File: src/rtl/core_wb_if.sv
// rtl/core_wb_if.sv - memory-access to write-back record, register-file and CSR write ports
interface core_wb_if;
  logic        mw_valid;
  logic        mw_ready;
  logic [31:0] mw_reg_data;
  logic [31:0] mw_mem_data;
  logic        mw_mem_data_valid;
  logic [31:0] mw_csr_data;
  logic [4:0]  mw_rd;
  logic        mw_reg_write;
  logic        mw_reg_write_sel;
  logic [11:0] mw_csr;
  logic        mw_csr_write;
  logic        rf_we;
  logic [4:0]  rf_waddr;
  logic [31:0] rf_wdata;
  logic        csr_we;
  logic [11:0] csr_waddr;
  logic [31:0] csr_wdata;
  logic        wb_retire;
  logic [63:0] wb_instret;
  logic        wb_load_timeout;

  modport slave (
    input  mw_valid, mw_reg_data, mw_mem_data, mw_mem_data_valid, mw_csr_data,
           mw_rd, mw_reg_write, mw_reg_write_sel, mw_csr, mw_csr_write,
    output mw_ready, rf_we, rf_waddr, rf_wdata, csr_we, csr_waddr, csr_wdata,
           wb_retire, wb_instret, wb_load_timeout
  );

  modport master (
    output mw_valid, mw_reg_data, mw_mem_data, mw_mem_data_valid, mw_csr_data,
           mw_rd, mw_reg_write, mw_reg_write_sel, mw_csr, mw_csr_write,
    input  mw_ready, rf_we, rf_waddr, rf_wdata, csr_we, csr_waddr, csr_wdata,
           wb_retire, wb_instret, wb_load_timeout
  );
endinterface

File: src/rtl/core_wb.sv
// rtl/core_wb.sv - write-back stage: commits retired records to the register file and CSR file
module core_wb #(
  parameter int unsigned LOAD_TIMEOUT = 64
) (
  input  logic      clk,
  input  logic      rest,
  core_wb_if.slave  bus
);

  localparam logic [15:0] WaitLast = 16'(LOAD_TIMEOUT - 1);

  typedef enum logic {IDLE, LOAD_WAIT} state_e;

  state_e      state_q, state_d;
  logic [15:0] cnt_q, cnt_d;
  logic [4:0]  ld_rd_q, ld_rd_d;
  logic        ld_csr_we_q, ld_csr_we_d;
  logic [11:0] ld_csr_q, ld_csr_d;
  logic [31:0] ld_csr_data_q, ld_csr_data_d;
  logic        rf_we_q, rf_we_d;
  logic [4:0]  rf_waddr_q, rf_waddr_d;
  logic [31:0] rf_wdata_q, rf_wdata_d;
  logic        csr_we_q, csr_we_d;
  logic [11:0] csr_waddr_q, csr_waddr_d;
  logic [31:0] csr_wdata_q, csr_wdata_d;
  logic        retire_q, retire_d;
  logic [63:0] instret_q, instret_d;
  logic        timeout_q, timeout_d;

  logic accept;
  logic is_load;

  assign accept  = bus.mw_valid && (state_q == IDLE);
  assign is_load = bus.mw_reg_write && bus.mw_reg_write_sel;

  always_ff @(posedge clk) begin
    if (rest) begin
      state_q       <= IDLE;
      cnt_q         <= '0;
      ld_rd_q       <= '0;
      ld_csr_we_q   <= 1'b0;
      ld_csr_q      <= '0;
      ld_csr_data_q <= '0;
      rf_we_q       <= 1'b0;
      rf_waddr_q    <= '0;
      rf_wdata_q    <= '0;
      csr_we_q      <= 1'b0;
      csr_waddr_q   <= '0;
      csr_wdata_q   <= '0;
      retire_q      <= 1'b0;
      instret_q     <= '0;
      timeout_q     <= 1'b0;
    end else begin
      state_q       <= state_d;
      cnt_q         <= cnt_d;
      ld_rd_q       <= ld_rd_d;
      ld_csr_we_q   <= ld_csr_we_d;
      ld_csr_q      <= ld_csr_d;
      ld_csr_data_q <= ld_csr_data_d;
      rf_we_q       <= rf_we_d;
      rf_waddr_q    <= rf_waddr_d;
      rf_wdata_q    <= rf_wdata_d;
      csr_we_q      <= csr_we_d;
      csr_waddr_q   <= csr_waddr_d;
      csr_wdata_q   <= csr_wdata_d;
      retire_q      <= retire_d;
      instret_q     <= instret_d;
      timeout_q     <= timeout_d;
    end
  end

  always_comb begin
    state_d = state_q;
    case (state_q)
      IDLE:      if (accept && is_load && !bus.mw_mem_data_valid) state_d = LOAD_WAIT;
      LOAD_WAIT: if (bus.mw_mem_data_valid || cnt_q == WaitLast) state_d = IDLE;
      default:   state_d = IDLE;
    endcase
  end

  // Address/data registers only move when their enable fires, so they hold between writes.
  always_comb begin
    cnt_d         = cnt_q;
    ld_rd_d       = ld_rd_q;
    ld_csr_we_d   = ld_csr_we_q;
    ld_csr_d      = ld_csr_q;
    ld_csr_data_d = ld_csr_data_q;
    rf_we_d       = 1'b0;
    rf_waddr_d    = rf_waddr_q;
    rf_wdata_d    = rf_wdata_q;
    csr_we_d      = 1'b0;
    csr_waddr_d   = csr_waddr_q;
    csr_wdata_d   = csr_wdata_q;
    retire_d      = 1'b0;
    timeout_d     = timeout_q;
    case (state_q)
      IDLE: begin
        if (accept) begin
          if (is_load && !bus.mw_mem_data_valid) begin
            cnt_d         = '0;
            ld_rd_d       = bus.mw_rd;
            ld_csr_we_d   = bus.mw_csr_write;
            ld_csr_d      = bus.mw_csr;
            ld_csr_data_d = bus.mw_csr_data;
          end else begin
            retire_d = 1'b1;
            if (bus.mw_reg_write && bus.mw_rd != 5'd0) begin
              rf_we_d    = 1'b1;
              rf_waddr_d = bus.mw_rd;
              rf_wdata_d = is_load ? bus.mw_mem_data : bus.mw_reg_data;
            end
            if (bus.mw_csr_write) begin
              csr_we_d    = 1'b1;
              csr_waddr_d = bus.mw_csr;
              csr_wdata_d = bus.mw_csr_data;
            end
          end
        end
      end
      LOAD_WAIT: begin
        cnt_d = cnt_q + 16'd1;
        if (bus.mw_mem_data_valid) begin
          retire_d = 1'b1;
          if (ld_rd_q != 5'd0) begin
            rf_we_d    = 1'b1;
            rf_waddr_d = ld_rd_q;
            rf_wdata_d = bus.mw_mem_data;
          end
          if (ld_csr_we_q) begin
            csr_we_d    = 1'b1;
            csr_waddr_d = ld_csr_q;
            csr_wdata_d = ld_csr_data_q;
          end
        end else if (cnt_q == WaitLast) begin
          retire_d  = 1'b1;
          timeout_d = 1'b1;
        end
      end
      default: ;
    endcase
    instret_d = instret_q + {63'd0, retire_d};
  end

  assign bus.mw_ready        = (state_q == IDLE);
  assign bus.rf_we           = rf_we_q;
  assign bus.rf_waddr        = rf_waddr_q;
  assign bus.rf_wdata        = rf_wdata_q;
  assign bus.csr_we          = csr_we_q;
  assign bus.csr_waddr       = csr_waddr_q;
  assign bus.csr_wdata       = csr_wdata_q;
  assign bus.wb_retire       = retire_q;
  assign bus.wb_instret      = instret_q;
  assign bus.wb_load_timeout = timeout_q;

endmodule

File: src/flat_wrapper.sv
// flat-port wrapper written by rule: the top's interface ports become plain ports
module core_wb_flat 
#(
  parameter int unsigned LOAD_TIMEOUT = 64
)
  (clk, rest, bus_mw_valid, bus_mw_reg_data, bus_mw_mem_data, bus_mw_mem_data_valid, bus_mw_csr_data, bus_mw_rd, bus_mw_reg_write, bus_mw_reg_write_sel, bus_mw_csr, bus_mw_csr_write, bus_mw_ready, bus_rf_we, bus_rf_waddr, bus_rf_wdata, bus_csr_we, bus_csr_waddr, bus_csr_wdata, bus_wb_retire, bus_wb_instret, bus_wb_load_timeout);
  core_wb_if bus_i ();
  input  logic clk;
  input  logic rest;
  input wire logic [$bits(bus_i.mw_valid)-1:0] bus_mw_valid;
  input wire logic [$bits(bus_i.mw_reg_data)-1:0] bus_mw_reg_data;
  input wire logic [$bits(bus_i.mw_mem_data)-1:0] bus_mw_mem_data;
  input wire logic [$bits(bus_i.mw_mem_data_valid)-1:0] bus_mw_mem_data_valid;
  input wire logic [$bits(bus_i.mw_csr_data)-1:0] bus_mw_csr_data;
  input wire logic [$bits(bus_i.mw_rd)-1:0] bus_mw_rd;
  input wire logic [$bits(bus_i.mw_reg_write)-1:0] bus_mw_reg_write;
  input wire logic [$bits(bus_i.mw_reg_write_sel)-1:0] bus_mw_reg_write_sel;
  input wire logic [$bits(bus_i.mw_csr)-1:0] bus_mw_csr;
  input wire logic [$bits(bus_i.mw_csr_write)-1:0] bus_mw_csr_write;
  output wire logic [$bits(bus_i.mw_ready)-1:0] bus_mw_ready;
  output wire logic [$bits(bus_i.rf_we)-1:0] bus_rf_we;
  output wire logic [$bits(bus_i.rf_waddr)-1:0] bus_rf_waddr;
  output wire logic [$bits(bus_i.rf_wdata)-1:0] bus_rf_wdata;
  output wire logic [$bits(bus_i.csr_we)-1:0] bus_csr_we;
  output wire logic [$bits(bus_i.csr_waddr)-1:0] bus_csr_waddr;
  output wire logic [$bits(bus_i.csr_wdata)-1:0] bus_csr_wdata;
  output wire logic [$bits(bus_i.wb_retire)-1:0] bus_wb_retire;
  output wire logic [$bits(bus_i.wb_instret)-1:0] bus_wb_instret;
  output wire logic [$bits(bus_i.wb_load_timeout)-1:0] bus_wb_load_timeout;
  assign bus_i.mw_valid = bus_mw_valid;
  assign bus_i.mw_reg_data = bus_mw_reg_data;
  assign bus_i.mw_mem_data = bus_mw_mem_data;
  assign bus_i.mw_mem_data_valid = bus_mw_mem_data_valid;
  assign bus_i.mw_csr_data = bus_mw_csr_data;
  assign bus_i.mw_rd = bus_mw_rd;
  assign bus_i.mw_reg_write = bus_mw_reg_write;
  assign bus_i.mw_reg_write_sel = bus_mw_reg_write_sel;
  assign bus_i.mw_csr = bus_mw_csr;
  assign bus_i.mw_csr_write = bus_mw_csr_write;
  assign bus_mw_ready = bus_i.mw_ready;
  assign bus_rf_we = bus_i.rf_we;
  assign bus_rf_waddr = bus_i.rf_waddr;
  assign bus_rf_wdata = bus_i.rf_wdata;
  assign bus_csr_we = bus_i.csr_we;
  assign bus_csr_waddr = bus_i.csr_waddr;
  assign bus_csr_wdata = bus_i.csr_wdata;
  assign bus_wb_retire = bus_i.wb_retire;
  assign bus_wb_instret = bus_i.wb_instret;
  assign bus_wb_load_timeout = bus_i.wb_load_timeout;
  core_wb #(.LOAD_TIMEOUT(LOAD_TIMEOUT)) u_core (.clk(clk), .rest(rest), .bus(bus_i));
endmodule
File: config.mk
export PLATFORM = sky130hd
export DESIGN_NAME = core_wb_flat
export DESIGN_NICKNAME = d
export VERILOG_FILES = /design/src/rtl/core_wb_if.sv /design/src/rtl/core_wb.sv /design/src/flat_wrapper.sv
export SDC_FILE = /design/constraint.sdc
export NUM_CORES = 1
export LEC_CHECK = 0
export CORE_MARGIN = 3
export CORE_UTILIZATION = 45
export CTS_BUF_LIST = sky130_fd_sc_hd__clkbuf_4 sky130_fd_sc_hd__clkbuf_8
export CTS_CLUSTER_DIAMETER = 40
export DETAILED_ROUTE_END_ITERATION = 16
export MAX_ROUTING_LAYER = met4
export PLACE_DENSITY = 0.77
export SLEW_MARGIN = 20
export SYNTH_ARGS = -nofsm -noshare
export SYNTH_HDL_FRONTEND = slang
export SYNTH_SLANG_ARGS = --single-unit
File: constraint.sdc
create_clock -name clk -period 6.9 [get_ports clk]
set_clock_uncertainty 0.15 [all_clocks]
set_input_delay 1.725 -clock clk [delete_from_list [all_inputs] [get_ports clk]]
set_output_delay 1.725 -clock clk [all_outputs]
set_load 0.005 [all_outputs]
After elaboration in Yosys (flattened, before gate mapping)
Index checks and enable logic that the tools add are counted.

Flip-flop bits (word level): 216. Input port bits: 120. Output and inout port bits: 150. Word-level logic and storage cells: 91.

Add/subtract/negate cells: 2. Equality and inequality tests: 9. Multiplexer cells: 48. Bitwise gates (word level): 2. Reduce and logical (&&, ||, !) cells: 15.

Operators with widths (number): $mux W32 (11); $pmux W32 S2 (2); $add A64 B1 Y64 (1); $mux W12 (5); $mux W16 (2); $pmux W16 S2 (1); $mux W5 (5); $pmux W12 S2 (1); $add A16 B1 Y16 const B (1); $eq A16 B6 Y1 const B (1); $mux W1 (16); $ne A2 B2 Y1 const B (5); $pmux W5 S2 (1); $reduce_and A5 Y1 (2); $reduce_bool A5 Y1 (2); $pmux W1 S2 (4); $logic_and A1 B1 Y1 (6); $ne A2 B1 Y1 const B (3); $reduce_and A3 Y1 (2); $not A1 Y1 (2); $reduce_and A2 Y1 (1); $logic_not A1 Y1 (1); $logic_or A1 B1 Y1 (1).

Longest topological paths before layout
Gate-level depths: netlist of run 1.

Depth in word-level cells: 6. Mapped depth: 14. Depth with buffers taken out: 13.

Least setup slack after synthesis of run 1
No wires, ideal clock.

Path type: input -> register. From: input bus_mw_valid. To: register u_core.instret_q[58] (netlist: u_core.bus.wb_instret[58]). Library setup time: 0.070 ns. Data arrival time: 3.884 ns. Required time: 6.680 ns. Slack: 2.795 ns. Stages on the path: 11. Cell sequence: nor2b_1 > nand2_1 > nand2_1 > ha_1 > ha_1 > nand4_2 > nor4_4 > buf_6 > nand3_2 > or4_1 > a21oi_1.

Cells in the longest elaborated chain, start to end: 4.

Ends and longest elaborated chain: start: declaration (RTL line flat_wrapper.sv:10) `input wire logic [$bits(bus_i.mw_valid)-1:0] bus_mw_valid;`; $logic_and A1 B1 Y1 (RTL line core_wb.sv:33) `assign accept = bus.mw_valid && (state_q == IDLE);`; $mux W1 (RTL line core_wb.sv:98) `if (accept) begin`; $pmux W1 S2 (RTL line core_wb.sv:96) `case (state_q)`; via u_core.retire_d (RTL line core_wb.sv:26) `logic retire_q, retire_d;`; $add A64 B1 Y64 (RTL line core_wb.sv:141) `instret_d = instret_q + {63'd0, retire_d};`; end signal: assignment (RTL line core_wb.sv:67) `instret_q <= instret_d;`; end: declaration (RTL line core_wb.sv:27) `logic [63:0] instret_q, instret_d;`.

The timed path passes the listed nets, and every way through them passes these cells. A chain may end at the register's enable or synchronous reset.

Final worst setup path of run 1
From: input bus_mw_valid. To: register u_core.instret_q[63] (netlist: u_core.bus.wb_instret[63]).

Same word-level chain as after synthesis.

==> results of run 1 <==
[cell usage after synthesis (4+ instances only)]
master    count  area, um2
clkbuf_1     61        229
dfxtp_1     216       4320
nor2_1      133        499
xor2_1       26        228
inv_1        11       41.3
nand4_1      33        206
nor4_1        5       31.3
nand2_1     139        522
o31ai_1      10       75.1
nor3_1       13       65.1
a21oi_1      92        460
xnor2_1       8       70.1
a211oi_1     81        608
mux2i_1      81        811
buf_2         5       25.0
nand3_1      30        150
and4_1        5       43.8
o21ai_0      24        120
or4_1        13       97.6
or2_2         4       25.0
nor2b_1       4       25.0
and3_1        5       31.3
mux2_2        4       45.0
or3_1        18        113
[cells by family (layout without fill, tap and decap cells)]
kind of cell               Yosys count  count (layout)
xor gates and xnor gates            34              34
buffers and inverters               81             356
adders and majority gates            3               3
muxes                               85              85
AOI/OAI and AO/OA                  218             218
and+or+nand+nor                    423             423
DFF                                216             216
other                                0               1
[where the power goes]
group	total [mW]	switching, mW	internal, mW
clock network	1.18	0.495	0.687
registers	1.31	0.0225	1.29
logic	0.301	0.130	0.171
[sequential cells by signal, indices dropped and copies added (netlist names)]
| name | count |
|---|---|
| u_core.bus.csr_wdata | 32 |
| u_core.ld_rd_q | 5 |
| u_core.cnt_q | 16 |
| u_core.bus.rf_wdata | 32 |
| u_core.ld_csr_q | 12 |
| u_core.state_q | 1 |
| u_core.bus.csr_waddr | 12 |
| u_core.bus.csr_we | 1 |
| u_core.bus.wb_retire | 1 |
| u_core.bus.wb_instret | 64 |
| u_core.bus.wb_load_timeout | 1 |
| u_core.ld_csr_we_q | 1 |
| u_core.bus.rf_waddr | 5 |
| u_core.ld_csr_data_q | 32 |
| u_core.bus.rf_we | 1 |
[cells in the final DEF (no fill, tap or decap), drive strengths merged, types with 3 or more instances in the layout]
cell type	instances
a211oi	81
a21oi	92
and2	3
and3	6
and4	5
buf	8
clkbuf	64
clkdlybuf4s50	268
clkinv	3
dfxtp	216
ha	3
inv	11
mux2	4
mux2i	81
nand2	139
nand3	31
nand3b	3
nand4	36
nor2	133
nor2b	4
nor3	15
nor4	7
o21ai	24
o31ai	10
or2	4
or3	19
or4	14
xnor2	8
xor2	26
[path summary, 6_finish.rpt]
kind	startpoint	end	slack [ns]	depth (start not counted)
max	bus_mw_valid	u_core.bus.wb_instret[63]	2.09	11
max reg2reg	u_core.cnt_q[0]	u_core.bus.wb_instret[63]	2.80	13
min	u_core.ld_csr_data_q[0]	u_core.ld_csr_data_q[0]	0.30	2
min reg2reg	u_core.ld_csr_data_q[0]	u_core.ld_csr_data_q[0]	0.30	2
[layout make-up]
cell class | count | area, um2 | share of cell area
Sequential cell | 216 | 4330 | 0.337
Timing Repair Buffer | 277 | 2760 | 0.214
Antenna cell | 1 | 2.50 | 0.000195
Clock inverter | 4 | 25.0 | 0.00195
Multi-Input combinational cell | 763 | 4620 | 0.359
Tap cell | 265 | 332 | 0.0258
Inverter | 12 | 45.0 | 0.00350
Clock buffer | 63 | 754 | 0.0587
[layer usage]
metal  vias up  GRT usage
li1       4277          -
met1      3952      0.292
met2       258      0.366
met3        35     0.0523
met4         0     0.0627
met5         -          -
[metrics by stage]
stage	setup WS [ns]	instance area [um2]	utilization
6_report	2.09	12900	0.650
5_1_grt	1.79	12900	0.650
4_1_cts	2.16	12900	0.650
3_5_place_dp	1.62	12100	0.610
3_3_place_gp	1.79	12100	0.610
2_1_floorplan	2.80	9220	-
[critical path, stage by stage]
cell             delay [ns]
clkdlybuf4s50_1        0.52
nor2b_1                0.36
nand2_1                0.20
nand2_1                0.10
ha_1                   0.22
nand2_1                0.09
nor3_1                 0.15
buf_4                  0.22
nand4_1                0.64
or4_1                  0.72
a21oi_1                0.14
==> run_results.csv, run 1 <==
group,metric,value,unit
run_status,outcome,"complete, no violations",
floorplanning,die_width,149,um
finish,area_growth,39.4,%
pwr,power,2.80,mW
timing,fin_crit_sh,0.697,
route,remaining_drc_errors,0,
route,firstDrtPassIters,4,
logic_synthesis,synthAdderAreaFrac,0.00407,
placed_design,placed_cells,1533,
placed_design,gp_congestion,0.807,
logic_synthesis,synth_xor_area_frac,0.0323,
pwr,power_leakage,4.42,nW
finish,final_net_count,1430,
route,wl_met3,1.91,mm
floorplanning,die_area,22300,um2
global_route,antenna_found_initial,1,
clocking,cts_hold_buf,0,
floorplanning,num_rows,51,
logic_synthesis,synth-seq-cells,216,
timing,grt_setup_unrepaired,"false",
route,wl_per_cell,16.0,um
route,totalWireLength,25.7,mm
pwr,p_per_area,217,nW/um2
finish,stdcell_count,1601,
timing,worstMarginPinSlew,1.10,ns
route,drtAntennaViolNets,0,
timing,holdWs,0.302,ns
route,top_layer_used,"met4",
global_route,grt_max_degree,156,
logic_synthesis,synth_edf_count,0,
worst_setup_path,crit_fanout,23,
logic_synthesis,synth_area_per_cell,8.70,um2
clocking,cts_tree,"done",
clocking,insertion_delay,0.51,ns
global_route,grt_pass1_wl,41.1,mm
job,drv_cap,0,
logic_synthesis,synth_top_family_by_area,"simple AND/OR/NAND/NOR gates",
clocking,cts.sinks,216,
clocking,clk_pin_slew,0.06,ns
clocking,post_cts_resized,0,
floorplanning,fp.coreArea,19800,um2
floorplanning,initial_core_util,0.466,
clocking,cts-root-buf,"clkbuf_8",
route,vias,8522,
worst_setup_path,critPathKind,"input port to flop",
logic_synthesis,synth_ff_type,"dfxtp_1",
logic_synthesis,synthDistinctLibCells,51,
pwr,max-vdd-ir-drop,0.000111,V
floorplanning,die_h,149,um
global_route,grt_pass1_vias,8034,
clocking,htreeDepth,2,
min_path,hold_path.class,"flop to flop",
worst_setup_path,critPathArrivalTime,5.08,ns
placed_design,port_buffers,269,
route,wl_met1,11.4,mm
timing,min_period,4.81,ns
timing,max-slew-margin-rel,0.263,
clocking,cts_buffers,37,
logic_synthesis,yosysSeqAreaShare,0.469,
logic_synthesis,synth_compound_area_frac,0.147,
logic_synthesis,syn_inst,1060,
timing,fmax,208,MHz
logic_synthesis,synthSimpleGateAreaFrac,0.221,
logic_synthesis,synthesis.area,9220,um2
route,wl_met2,11.9,mm
floorplanning,io_pins,270,
timing,setup_viol,0,
timing,timing.final.hold_violations,0,
worst_setup_path,cp-end-kind,"flop",
logic_synthesis,synth_nets,1183,
global_route,globalRouteOverflowTotal,0,
route,viasPerCell,5.32,
logic_synthesis,yosysWarnings,0,
timing,tns,0,ns
finish,fillers,1676,
worst_setup_path,start_kind,"input port",
timing,drv_slew,0,
route,drtIter0Drc,360,
worst_setup_path,required,7.17,ns
clocking,post_cts_buffers,0,
logic_synthesis,muxShareOfSynthArea,0.0928,
finish,layout-drive-gt1-share,0.0772,
placed_design,dp_hpwl,17.3,mm
global_route,grtUsageTotal,0.228,
logic_synthesis,async_flop_share,0,
clocking,cts_buffer_depth,3,
Power figures use the tool's default switching activity.
==> run 2, diff against run 1 <==
- clock period: 6.9 -> 4.9 ns (I/O delays scaled with it)
==> run 2 against run 1 <==
Effect of this change: register-to-register slack worse by 2.0 ns; clock power up 47%; worst hold slack about the same; critical endpoint is now u_core.bus.wb_instret[50]; wire length down 0.53%.
==> run_results.csv, run 2 (synthesis results as in run 1) <==
group,metric,value,unit
worst_setup_path,endpoint,"u_core.bus.wb_instret[50]",
worst_setup_path,start_kind,"input port",
timing,drv_slew,0,
worst_setup_path,reg2reg_depth,13,
timing,max-slew-margin-rel,0.297,
route,firstDrtPassIters,4,
worst_setup_path,critPathKind,"input port to flop",
clocking,cts-root-buf,"clkbuf_8",
floorplanning,fp.coreArea,19800,um2
clocking,htreeDepth,2,
floorplanning,initial_core_util,0.466,
route,wl_met2,11.8,mm
worst_setup_path,startpoint,"bus_mw_valid",
route,drtAntennaViolNets,0,
global_route,globalRouteOverflowTotal,0,
timing,min_period,4.19,ns
route,top_layer_used,"met4",
finish,area_growth,40.3,%
floorplanning,die_area,22300,um2
clocking,cts_buffer_depth,3,
worst_setup_path,cp-end-kind,"flop",
timing,grt_setup_unrepaired,"false",
floorplanning,die_width,149,um
worst_setup_path,required,5.18,ns
finish,antennaDiodeCount,0,
timing,worstMarginPinSlew,1.05,ns
timing,tns,0,ns
job,drv_cap,0,
finish,final_net_count,1436,
worst_setup_path,crit_fanout,10,
worst_setup_path,critPathArrivalTime,4.47,ns
clocking,insertion_delay,0.52,ns
timing,setup_viol,0,
clocking,post_cts_resized,0,
floorplanning,num_rows,51,
route,wl_met3,1.98,mm
global_route,grt_pass1_wl,40.5,mm
finish,mostFrequentLayoutCells,"clkdlybuf4s50_1 (268), dfxtp_1 (215), nand2_1 (137), nor2_1 (133), a21oi_1 (91)",
pwr,max-vdd-ir-drop,0.000162,V
route,remaining_drc_errors,0,
finish,largest_reg_flops,64,
clocking,cts.sinks,216,
clocking,cts_hold_buf,0,
placed_design,placed_cells,1538,
worst_setup_path,r2r-start,"u_core.cnt_q[0]",
floorplanning,io_pins,270,
clocking,post_cts_buffers,0,
route,totalWireLength,25.5,mm
clocking,cts_buffers,38,
timing,timing.final.hold_violations,0,
min_path,hold_path.class,"flop to flop",
route,wl_met1,11.4,mm
finish,fillers,1628,
placed_design,port_buffers,269,
timing,fin_crit_sh,0.855,
global_route,grt_pass1_vias,7922,
global_route,grt_max_degree,103,
run_status,outcome,"complete, no violations",
route,viasPerCell,5.33,
clocking,clk_pin_slew,0.06,ns
finish,stdcell_count,1607,
floorplanning,die_h,149,um
finish,layout-drive-gt1-share,0.0820,
route,wl_per_cell,15.9,um
worst_setup_path,r2r-end,"u_core.bus.wb_instret[50]",
route,drtIter0Drc,424,
global_route,grtUsageTotal,0.227,
finish,layout_commonest_cell,"clkdlybuf4s50_1",
clocking,cts_tree,"done",
pwr,power_leakage,4.47,nW
placed_design,dp_hpwl,17.3,mm
timing,fmax,239,MHz
route,vias,8559,
placed_design,gp_congestion,0.819,
global_route,antenna_found_initial,0,
worst_setup_path,rrSetupSlack,0.84,ns
pwr,p_per_area,310,nW/um2
run 2: cell types whose count changed in the layout (fill, tap and decap cells not counted), sizes merged:
cell,before,now
buf,8,14
clkinv,3,6
clkinvlp,2,0
diode,1,0
run 2: worst min-delay path by stage:
stage                                   from                       end  cells past startpoint
floorplan            u_core.ld_csr_data_q[0]   u_core.ld_csr_data_q[0]                      2
global placement    u_core.ld_csr_data_q[13]  u_core.ld_csr_data_q[13]                      2
detailed placement   u_core.ld_csr_data_q[3]   u_core.ld_csr_data_q[3]                      2
CTS                  u_core.ld_csr_data_q[3]   u_core.ld_csr_data_q[3]                      2
global route              u_core.ld_csr_q[8]        u_core.ld_csr_q[8]                      2
finish              u_core.ld_csr_data_q[19]  u_core.ld_csr_data_q[19]                      2
run 2: area by class of cell:
cell class,count,area (um2),share of cell area
Sequential cell,216,4330,0.334
Tap cell,265,332,0.0256
Multi-Input combinational cell,763,4610,0.356
Timing Repair Buffer,282,2800,0.217
Inverter,12,45.0,0.00348
Clock buffer,64,800,0.0618
Clock inverter,5,25.0,0.00193
run 2: through the flow:
step / area, um2 / total power, mW / utilization / hold WS [ns] / worst slack, ns
floorplan: 9220 / 2.06 / - / 0.286 / 1.30
global placement: 12100 / 2.31 / 0.613 / 0.291 / 0.330
detailed placement: 12100 / 2.31 / 0.613 / 0.296 / 0.212
CTS: 12900 / 4.07 / 0.654 / 0.304 / 0.743
global route: 12900 / 4.20 / 0.654 / 0.323 / 0.442
finish: 12900 / 4.02 / 0.654 / 0.302 / 0.712
run 2: worst max-delay path, cell delays in order:
cell and delay, ns:
clkdlybuf4s50_1 0.49, nor2b_1 0.29, nand2_1 0.18, nand2_1 0.10, ha_1 0.20, ha_1 0.27, nand4_2 0.20, nor4_4 0.44
nand3_1 0.36, or4_1 0.57, a21oi_1 0.15
run 2: report_power, final:
group / switching (mW) / internal (mW) / total (mW)
sequential: 0.0313 / 1.82 / 1.85
combinational: 0.182 / 0.243 / 0.425
clock: 0.716 / 1.03 / 1.74
run 2: layer usage:
layer,track usage,vias up
li1,-,4289
met1,0.298,3936
met2,0.361,296
met3,0.0523,38
met4,0.0494,0
met5,-,-
==> run 3, diff against run 2 <==
- CORE_MARGIN: 3 -> unset
==> run 3 against run 2 <==
Effect of this change: worst hold slack gained 0.0019 ns; sequential power is essentially flat; cell count grew 0.19%; final area shrank 0.20%; die area shrank 5.3%; critical path depth is the same; highest routed layer unchanged.
==> run_results.csv, run 3 (synthesis results as in run 1) <==
group,metric,value,unit
route,totalWireLength,25.1,mm
pwr,max-vdd-ir-drop,0.000218,V
finish,regArea,4330,um2
timing,tns,0,ns
floorplanning,die_h,145,um
route,vias,8595,
finish,fillers,1703,
floorplanning,die_width,145,um
finish,area_growth,40.0,%
global_route,grt_max_degree,114,
worst_setup_path,slowest_stage,"or4_1",
finish,layout-drive-gt1-share,0.0772,
floorplanning,die_area,21100,um2
timing,grt_setup_unrepaired,"false",
timing,max-slew-margin-rel,0.271,
clocking,cts-root-buf,"clkbuf_8",
route,drtAntennaViolNets,0,
job,drv_cap,0,
clocking,cts_hold_buf,0,
worst_setup_path,crit_fanout,10,
placed_design,dp_hpwl,17.0,mm
finish,mostFrequentLayoutCells,"clkdlybuf4s50_1 (268), dfxtp_1 (215), nand2_1 (137), nor2_1 (133), a21oi_1 (91)",
timing,min_period,4.18,ns
pwr,power,3.99,mW
worst_setup_path,rrSetupSlack,0.85,ns
pwr,p_per_area,309,nW/um2
finish,utilization,0.640,
global_route,grt_util_met3,0.0560,
worst_setup_path,start_kind,"input port",
clocking,post_cts_resized,0,
route,drtIter0Drc,359,
timing,fmax,239,MHz
placed_design,placed_cells,1542,
clocking,cts_buffers,38,
clocking,clk_pin_slew,0.06,ns
global_route,grtUsageMet1,0.301,
worst_setup_path,cp-end-kind,"flop",
placed_design,gp_congestion,0.832,
floorplanning,io_pins,270,
timing,fin_crit_sh,0.853,
global_route,globalRouteOverflowTotal,0,
min_path,hp-start,"u_core.ld_csr_data_q[3]",
worst_setup_path,r2r-start,"u_core.cnt_q[0]",
global_route,grtUsageMet2,0.381,
clocking,cts_tree,"done",
finish,stdcell_count,1610,
timing,setup_viol,0,
finish,final_area,12900,um2
clocking,htreeDepth,2,
worst_setup_path,slowest_delay,0.56,ns
route,viasPerCell,5.34,
floorplanning,num_rows,52,
global_route,grt_pass1_vias,7979,
worst_setup_path,critPathArrivalTime,4.47,ns
clocking,post_cts_buffers,0,
min_path,hold_path.class,"flop to flop",
timing,drv_slew,0,
finish,largest_reg_flops,64,
worst_setup_path,reg2reg_depth,13,
global_route,grt_pass1_wl,40.8,mm
floorplanning,fp.coreArea,20200,um2
placed_design,port_buffers,269,
finish,final_net_count,1435,
clocking,insertion_delay,0.52,ns
worst_setup_path,r2r-end,"u_core.bus.wb_instret[50]",
finish,multiInputGateArea,4610,um2
timing,worstMarginPinSlew,1.09,ns
min_path,min_to,"u_core.ld_csr_data_q[3]",
run_status,outcome,"complete, no violations",
route,remaining_drc_errors,0,
worst_setup_path,required,5.19,ns
route,wl_per_cell,15.6,um
worst_setup_path,cp_cell_sequence,"clkdlybuf4s50_1 -> nor2b_1 -> nand2_1 -> nand2_1 -> ha_1 -> ha_1 -> nand4_2 -> nor4_4 -> nand3_1 -> or4_1 -> a21oi_1",
clocking,cts_buffer_depth,3,
floorplanning,initial_core_util,0.457,
global_route,grtUsageTotal,0.241,
timing,timing.final.hold_violations,0,
placed_design,placed_area,12100,um2
min_path,holdPathStages,2,
route,firstDrtPassIters,5,
finish,layout_commonest_cell,"clkdlybuf4s50_1",
worst_setup_path,critPathKind,"input port to flop",
global_route,top_usage_layer,"met2",
pwr,power_leakage,4.43,nW
clocking,cts.sinks,216,
global_route,antenna_found_initial,5,
## run 3: changes by cell type in the layout (fill, tap and decap cells not counted), sizes merged
cell      before  now
buf           14   13
bufinv         0    2
clkbuf        64   55
clkinv         6    4
clkinvlp       0    2
diode          0    5
inv           11   12
## run 3: worst max path at each step
stage / start / end / slack, ns / depth (start not counted)
after detailed placement: bus_mw_valid / u_core.bus.wb_instret[54] / 0.25 / 11
final: bus_mw_valid / u_core.bus.wb_instret[50] / 0.72 / 11
after global placement: bus_mw_valid / u_core.bus.wb_instret[50] / 0.33 / 11
after CTS: bus_mw_valid / u_core.bus.wb_instret[50] / 0.81 / 11
after floorplan: bus_mw_valid / u_core.bus.wb_instret[58] / 1.30 / 11
after global routing: bus_mw_valid / u_core.bus.wb_instret[50] / 0.57 / 11
## run 3: critical path: cells and delay by family
| family | cells | cell delay, ns |
|---|---|---|
| buf+inv | 1 | 0.49 |
| compound gates | 1 | 0.15 |
| fa+ha+maj | 2 | 0.46 |
| simple gates | 7 | 2.14 |
## run 3: per-layer routing
| layer | up-vias | wire [um] |
|---|---|---|
| li1 | 4290 | - |
| met1 | 4009 | 11200 |
| met2 | 253 | 11800 |
| met3 | 43 | 1610 |
| met4 | 0 | 577 |
| met5 | - | 0 |
## run 3: power by group
group          internal, mW  total (mW)  switching [mW]  leakage, nW
registers              1.82        1.85          0.0307         1.76
logic                 0.242       0.426           0.183         2.26
clock network          1.01        1.71           0.709        0.412
## run 3: metrics by stage
step / hold slack, ns / worst slack [ns]
after floorplan: 0.286 / 1.30
after global placement: 0.291 / 0.329
after detailed placement: 0.296 / 0.248
after CTS: 0.304 / 0.810
after global routing: 0.321 / 0.569
final: 0.304 / 0.722
## run 3: final cells by class
cell class	count	share of cell area
multi-input cells	763	0.357
flip-flops and latches	216	0.335
repair buffers	281	0.216
clock buffers	55	0.0533
well taps	270	0.0262
clock inverters	8	0.00765
inverters	12	0.00349
diodes	5	0.000969
